$ cat src/rtl/icache_intc_pkg.sv
`default_nettype none
// ============================================================================
// Module      : icache_intc_pkg
// Description : Shared types and helpers for the icache interconnect routing.
// Revision    : 1.0 - initial release
// ============================================================================
package icache_intc_pkg;

    localparam int c_DEFAULT_BANKS = 16;
    localparam int c_DEFAULT_UID_W = 8;

    typedef logic [$clog2(c_DEFAULT_BANKS)-1:0] bank_idx_t;
    typedef logic [c_DEFAULT_UID_W-1:0]         uid_t;

    // Width needed to hold a count in the range 0..depth inclusive.
    function automatic int count_width(input int depth);
        return (depth < 1) ? 1 : $clog2(depth + 1);
    endfunction

    function automatic logic [63:0] onehot_from_index(input logic [31:0] idx);
        logic [63:0] r;
        r = '0;
        if (idx < 32'd64) begin
            r[idx[5:0]] = 1'b1;
        end
        return r;
    endfunction

endpackage
`default_nettype wire

$ cat src/rtl/icache_intc_dest_fifo.sv
`default_nettype none
// ============================================================================
// Module      : icache_intc_dest_fifo
// Description : In-order FIFO of bank indices for outstanding fetches.
// Revision    : 1.0 - initial release
// ============================================================================
module icache_intc_dest_fifo
    import icache_intc_pkg::*;
#(
    parameter int DEPTH = 4,
    parameter int WIDTH = 4
) (
    input  logic                          clk_i,
    input  logic                          rst_ni,
    input  logic                          push_i,
    input  logic                          pop_i,
    input  logic [WIDTH-1:0]              data_i,
    output logic [WIDTH-1:0]              data_o,
    output logic                          full_o,
    output logic                          empty_o,
    output logic [count_width(DEPTH)-1:0] count_o
);

    localparam int c_PTR_W = (DEPTH > 1) ? $clog2(DEPTH) : 1;
    localparam int c_CNT_W = count_width(DEPTH);

    logic [WIDTH-1:0]   r_mem_q [DEPTH];
    logic [WIDTH-1:0]   w_mem_d [DEPTH];
    logic [c_PTR_W-1:0] r_wptr_q, w_wptr_d;
    logic [c_PTR_W-1:0] r_rptr_q, w_rptr_d;
    logic [c_CNT_W-1:0] r_count_q, w_count_d;
    logic               w_do_push;
    logic               w_do_pop;

    assign full_o    = (r_count_q == c_CNT_W'(DEPTH));
    assign empty_o   = (r_count_q == '0);
    assign count_o   = r_count_q;
    assign data_o    = r_mem_q[r_rptr_q];
    assign w_do_push = push_i & ~full_o;
    assign w_do_pop  = pop_i & ~empty_o;

    always_comb begin
        w_mem_d   = r_mem_q;
        w_wptr_d  = r_wptr_q;
        w_rptr_d  = r_rptr_q;
        w_count_d = r_count_q;
        if (w_do_push) begin
            w_mem_d[r_wptr_q] = data_i;
            w_wptr_d = (r_wptr_q == c_PTR_W'(DEPTH - 1)) ? '0 : r_wptr_q + c_PTR_W'(1);
        end
        if (w_do_pop) begin
            w_rptr_d = (r_rptr_q == c_PTR_W'(DEPTH - 1)) ? '0 : r_rptr_q + c_PTR_W'(1);
        end
        // Simultaneous push and pop leaves the count unchanged.
        if (w_do_push && !w_do_pop) begin
            w_count_d = r_count_q + c_CNT_W'(1);
        end else if (w_do_pop && !w_do_push) begin
            w_count_d = r_count_q - c_CNT_W'(1);
        end
    end

    always_ff @(posedge clk_i or negedge rst_ni) begin
        if (!rst_ni) begin
            for (int i = 0; i < DEPTH; i++) begin
                r_mem_q[i] <= '0;
            end
            r_wptr_q  <= '0;
            r_rptr_q  <= '0;
            r_count_q <= '0;
        end else begin
            r_mem_q   <= w_mem_d;
            r_wptr_q  <= w_wptr_d;
            r_rptr_q  <= w_rptr_d;
            r_count_q <= w_count_d;
        end
    end

endmodule
`default_nettype wire

$ cat src/rtl/icache_intc_routing_block_pipe.sv
`default_nettype none
// ============================================================================
// Module      : icache_intc_routing_block_pipe
// Description : Per-fetch-port bank decode with in-order response return.
// Revision    : 1.0 - initial release
// ============================================================================
module icache_intc_routing_block_pipe
    import icache_intc_pkg::*;
#(
    parameter int N_CACHE_BANKS   = 16,
    parameter int DATA_WIDTH      = 32,
    parameter int DEST_WIDTH      = $clog2(N_CACHE_BANKS),
    parameter int UID_WIDTH       = 8,
    parameter int UID             = 1,
    parameter int MAX_OUTSTANDING = 4,
    parameter int RESP_REG        = 1
) (
    input  logic                                    clk_i,
    input  logic                                    rst_ni,
    input  logic                                    request_i,
    input  logic [DEST_WIDTH-1:0]                   destination_i,
    output logic                                    grant_o,
    output logic [N_CACHE_BANKS-1:0]                request_o,
    input  logic [N_CACHE_BANKS-1:0]                grant_i,
    output logic [UID_WIDTH-1:0]                    UID_o,
    input  logic [N_CACHE_BANKS-1:0]                response_i,
    input  logic [N_CACHE_BANKS-1:0][DATA_WIDTH-1:0] read_data_i,
    output logic                                    response_o,
    output logic [DATA_WIDTH-1:0]                   read_data_o,
    output logic [count_width(MAX_OUTSTANDING)-1:0] outstanding_o,
    output logic                                    stray_resp_o
);

    logic                     w_full;
    logic                     w_empty;
    logic                     w_push;
    logic                     w_hit;
    logic                     w_stray_d;
    logic                     r_stray_q;
    logic [DEST_WIDTH-1:0]    w_head;
    logic [N_CACHE_BANKS-1:0] w_dest_onehot;
    logic [N_CACHE_BANKS-1:0] w_head_onehot;
    logic [DATA_WIDTH-1:0]    w_head_data;

    assign UID_o = UID_WIDTH'(UID);

    // No full-bypass: a same-cycle pop does not reopen a full FIFO.
    assign w_dest_onehot = N_CACHE_BANKS'(onehot_from_index(32'(destination_i)));
    assign request_o     = (request_i & ~w_full) ? w_dest_onehot : '0;
    assign grant_o       = (|(grant_i & w_dest_onehot)) & ~w_full;
    assign w_push        = request_i & grant_o;

    assign w_head_onehot = w_empty ? '0 : N_CACHE_BANKS'(onehot_from_index(32'(w_head)));
    assign w_hit         = |(response_i & w_head_onehot);
    assign w_stray_d     = |(response_i & ~w_head_onehot);

    always_comb begin
        w_head_data = '0;
        for (int i = 0; i < N_CACHE_BANKS; i++) begin
            w_head_data = w_head_data | (read_data_i[i] & {DATA_WIDTH{w_head_onehot[i]}});
        end
    end

    icache_intc_dest_fifo #(
        .DEPTH (MAX_OUTSTANDING),
        .WIDTH (DEST_WIDTH)
    ) u_dest_fifo (
        .clk_i   (clk_i),
        .rst_ni  (rst_ni),
        .push_i  (w_push),
        .pop_i   (w_hit),
        .data_i  (destination_i),
        .data_o  (w_head),
        .full_o  (w_full),
        .empty_o (w_empty),
        .count_o (outstanding_o)
    );

    always_ff @(posedge clk_i or negedge rst_ni) begin
        if (!rst_ni) begin
            r_stray_q <= 1'b0;
        end else begin
            r_stray_q <= w_stray_d;
        end
    end
    assign stray_resp_o = r_stray_q;

    generate
        if (RESP_REG != 0) begin : g_resp_reg
            logic                  r_response_q;
            logic [DATA_WIDTH-1:0] r_read_data_q, w_read_data_d;

            assign w_read_data_d = w_hit ? w_head_data : r_read_data_q;

            always_ff @(posedge clk_i or negedge rst_ni) begin
                if (!rst_ni) begin
                    r_response_q  <= 1'b0;
                    r_read_data_q <= '0;
                end else begin
                    r_response_q  <= w_hit;
                    r_read_data_q <= w_read_data_d;
                end
            end
            assign response_o  = r_response_q;
            assign read_data_o = r_read_data_q;
        end else begin : g_resp_comb
            assign response_o  = w_hit;
            assign read_data_o = w_head_data;
        end
    endgenerate

endmodule
`default_nettype wire

$ cat config.mk
export PLATFORM = sky130hd
export DESIGN_NAME = icache_intc_routing_block_pipe
export DESIGN_NICKNAME = d
export VERILOG_FILES = /design/src/rtl/icache_intc_pkg.sv /design/src/rtl/icache_intc_dest_fifo.sv /design/src/rtl/icache_intc_routing_block_pipe.sv
export SDC_FILE = /design/constraint.sdc
export NUM_CORES = 1
export LEC_CHECK = 0
export BUFFER_PORTS_ARGS = -buffer_cell sky130_fd_sc_hd__buf_2
export CORE_AREA = 4 4 238 240
export DETAILED_ROUTE_END_ITERATION = 12
export DIE_AREA = 0 0 242 244
export GPL_ROUTABILITY_DRIVEN = 0
export GPL_TIMING_DRIVEN = 0
export PLACE_DENSITY = 0.43
export SYNTH_ARGS = -nofsm -noshare
export SYNTH_HDL_FRONTEND = slang
export SYNTH_HIERARCHICAL = 1
export SYNTH_SLANG_ARGS = --single-unit
$ cat constraint.sdc
create_clock -name clk_i -period 3.7 [get_ports clk_i]
set_input_delay 0.74 -clock clk_i [delete_from_list [all_inputs] [get_ports clk_i]]
set_output_delay 0.74 -clock clk_i [all_outputs]
set_load 0.01 [all_outputs]
==> results.cfg <==
[run_status]
status = finished clean

[timing]
clock_skew_ns = 0.0240
hold_ws_ns = 0.484
worst-slew-pin-transition_ns = 0.881
drv_slew = 0
fin_crit_sh_pct = 95.3
fin_crit_ns = 3.53
rsz0062_at_grt = false
hold_viol_final = 0
timing.final.ws_setup_ns = 0.173
finalSetupViolations = 0
maxSlewHeadroom_pct = 41.3
fmax_mhz = 284

[setup_path]
r2r_setup_slack_ns = 0.17
crit_path_end_kind = flip-flop
path_class = flip-flop to flip-flop
required_ns = 4.02
critPathLaunchType = flip-flop
path_max_fanout = 10
crit_arrival_ns = 3.85

[die]
coreArea_mm2 = 0.0547
fp.dieW_um = 242
die_area_mm2 = 0.0590
dieHeight_um = 244
start_util_pct = 12.6
pin_count = 613
rows = 86

[placed_design]
post-place-ws_ns = -1.17
placed_area_mm2 = 0.0108
hpwl_mm = 45.8
port_buffers = 604

[logic_synthesis]
yosysUniqueCellTypes = 47
yosys_register_bits = 57
synthCells = 804
yosysWarnings = 6
seq_area_frac_synth_pct = 20.6
synthFlopType = dfrtp_1
synth_edf_count = 0
synth_top_area_share_pct = 20.6
async_reset_ff_share_pct = 100
syn-mean-instance-area_um2 = 8.59
ys_top_cells_by_area = dfrtp_1 21%, mux2i_1 19%, o22ai_1 9.0%
syn_area_mm2 = 0.00691
synth.largest_area_cell = dfrtp_1

[drt]
wl_met3_mm = 3.66
ant_nets = 0
drt_iter0_markers = 623
wl_met2_mm = 26.4
viasPerCell = 4.62
dr.pass1.iters = 7
finalWirelength_mm = 54.8
routedWlPerCell_um = 25.5
vias = 9910
highest_layer = met5
drc_errors = 0
met1_length_mm = 22.7

[min_path]
hold_class = input pin to asynchronous set/reset pin

[global_routing]
grtUsageTotal_pct = 17.5
grt_pass1_wl_mm = 74.1
first_global_vias = 10200
grt_overflow = 0
grt_max_degree = 58
grt_antenna_before_repair = 11

[clocking]
cts_htree_levels = 3
clkSinkCount = 57
cts_buffers = 9
clk_pin_slew_ns = 0.08
insertion_delay_ns = 0.37
clockRootBuffer = clkbuf_16
cts_max_path_buffers = 2
hold_buffers = 0
cts_tree = built

[power_and_ir_drop]
leakagePower_uw = 0.00540
ir_worst_vdd_uv = 566
powerDensity_mw_per_mm2 = 1200

[cells_and_area]
final_layout_size_suffix_gt1_share_pct = 52.6
nets = 1987
syn_to_final_growth_pct = 65.1
fin_area_mm2 = 0.0114
final_core_util_pct = 20.9

[flow_run]
maxCapViolCount = 0
layout by cell type (no fill, tap or decap), types with 5 or more instances in the layout:
cell type    n
o21ai_0      8
conb_1       8
nand3b_1    34
a221oi_1    24
a221oi_2     8
dfrtp_1     57
inv_1       10
nand3_1     68
a222oi_1    33
mux4_2       5
mux2_2      54
nand2_1      9
o22ai_1     99
nor3_1       9
ha_1         5
diode_2      7
mux2i_1    133
buf_2      614
clkbuf_1    46
clkbuf_16    9
nand2b_1     6
nor2b_1      6
a22o_1      34
clkbuf_2    13
buf_4       20
nor2_1      58
sequential cells by signal, indices dropped and copies added (netlist names):
| register | count |
|---|---|
| u_dest_fifo/r_rptr_q | 2 |
| response_o | 1 |
| read_data_o | 32 |
| u_dest_fifo/r_wptr_q | 2 |
| u_dest_fifo/count_o | 3 |
| u_dest_fifo/r_mem_q | 16 |
| stray_resp_o | 1 |
cell type report:
| cell class | count | area [um2] |
|---|---|---|
| fill | 6162 | 43300 |
| multi-input combinational | 647 | 5170 |
| timing repair buffer | 611 | 3090 |
| sequential | 57 | 1430 |
| tap | 704 | 881 |
| buffer | 93 | 473 |
| clock buffer | 10 | 239 |
| clock inverter | 6 | 72.6 |
| inverter | 10 | 37.5 |
| antenna | 7 | 17.5 |
logic make-up (layout without fill, tap and decap cells):
| group | after synthesis | count (layout) | synth area share [%] |
|---|---|---|---|
| compound gates | 222 | 222 | 24.4 |
| simple gates | 214 | 214 | 16.6 |
| mux | 193 | 193 | 29.8 |
| buf+inv | 106 | 730 | 6.66 |
| flops | 57 | 57 | 20.6 |
| fa+ha+maj | 7 | 7 | 1.38 |
| xor+xnor | 3 | 3 | 0.380 |
| other cells | 2 | 15 | 0.109 |
worst max-delay path: stages, from the launching register on:
cell	delay [ns]
dfrtp_1	0.37
buf_6	0.15
mux4_2	0.55
buf_4	0.21
or3b_2	0.46
buf_2	0.27
nor2_4	0.41
clkbuf_1	0.45
a222oi_1	0.23
nand3_1	0.22
mux2_2	0.18
final timing paths:
| path | cells past startpoint | end | start |
|---|---|---|---|
| max in group asynchronous | 1 | read_data_o[14] | rst_ni |
| worst max-delay path | 10 | read_data_o[29] | u_dest_fifo/r_rptr_q[0] |
| worst min register to register | 1 | read_data_o[12] | read_data_o[12] |
| worst min-delay path | 1 | u_dest_fifo/r_mem_q[15] | rst_ni |
| min in group clk_i | 1 | read_data_o[12] | read_data_o[12] |
| worst max register to register | 10 | read_data_o[29] | u_dest_fifo/r_rptr_q[0] |
routing by layer:
layer	vias to the layer above	global-route usage, %
met5	-	0
met4	4	6.44
met3	77	3.74
met2	553	29.9
met1	4816	21.8
li1	4460	-
cells in the mapped netlist (3+ instances only):
cell type / count
a21oi_1: 4
a221oi_1: 32
a222oi_1: 33
a22o_1: 34
buf_1: 10
buf_2: 14
buf_4: 8
clkbuf_1: 62
dfrtp_1: 57
ha_1: 6
inv_1: 10
mux2_2: 54
mux2i_1: 134
mux4_2: 5
nand2_1: 10
nand2b_1: 8
nand3_1: 68
nand3b_1: 34
nor2_1: 63
nor2b_1: 6
nor3_1: 9
o2111ai_1: 3
o21ai_0: 8
o22ai_1: 99
what timing repair did:
action,CTS,global route
setup endpoints to repair,39,13
pin swaps,3,3
setup buffers,5,1
resized for setup,43,23
metrics by stage:
step	power, uW	std cells	TNS [ns]
final	13700	2145	0
after global routing	14700	2141	0
after CTS	13900	2138	0
after detailed placement	12600	2119	-18.20
after global placement	12500	2118	-31.75
after floorplan	7990	810	0
power by group:
group | leakage, uW | internal [uW] | switching, uW
registers | 0.000691 | 1000 | 185
clock network | 0.000150 | 549 | 390
logic | 0.00455 | 4490 | 7110
(Power assumes the default switching activity.)
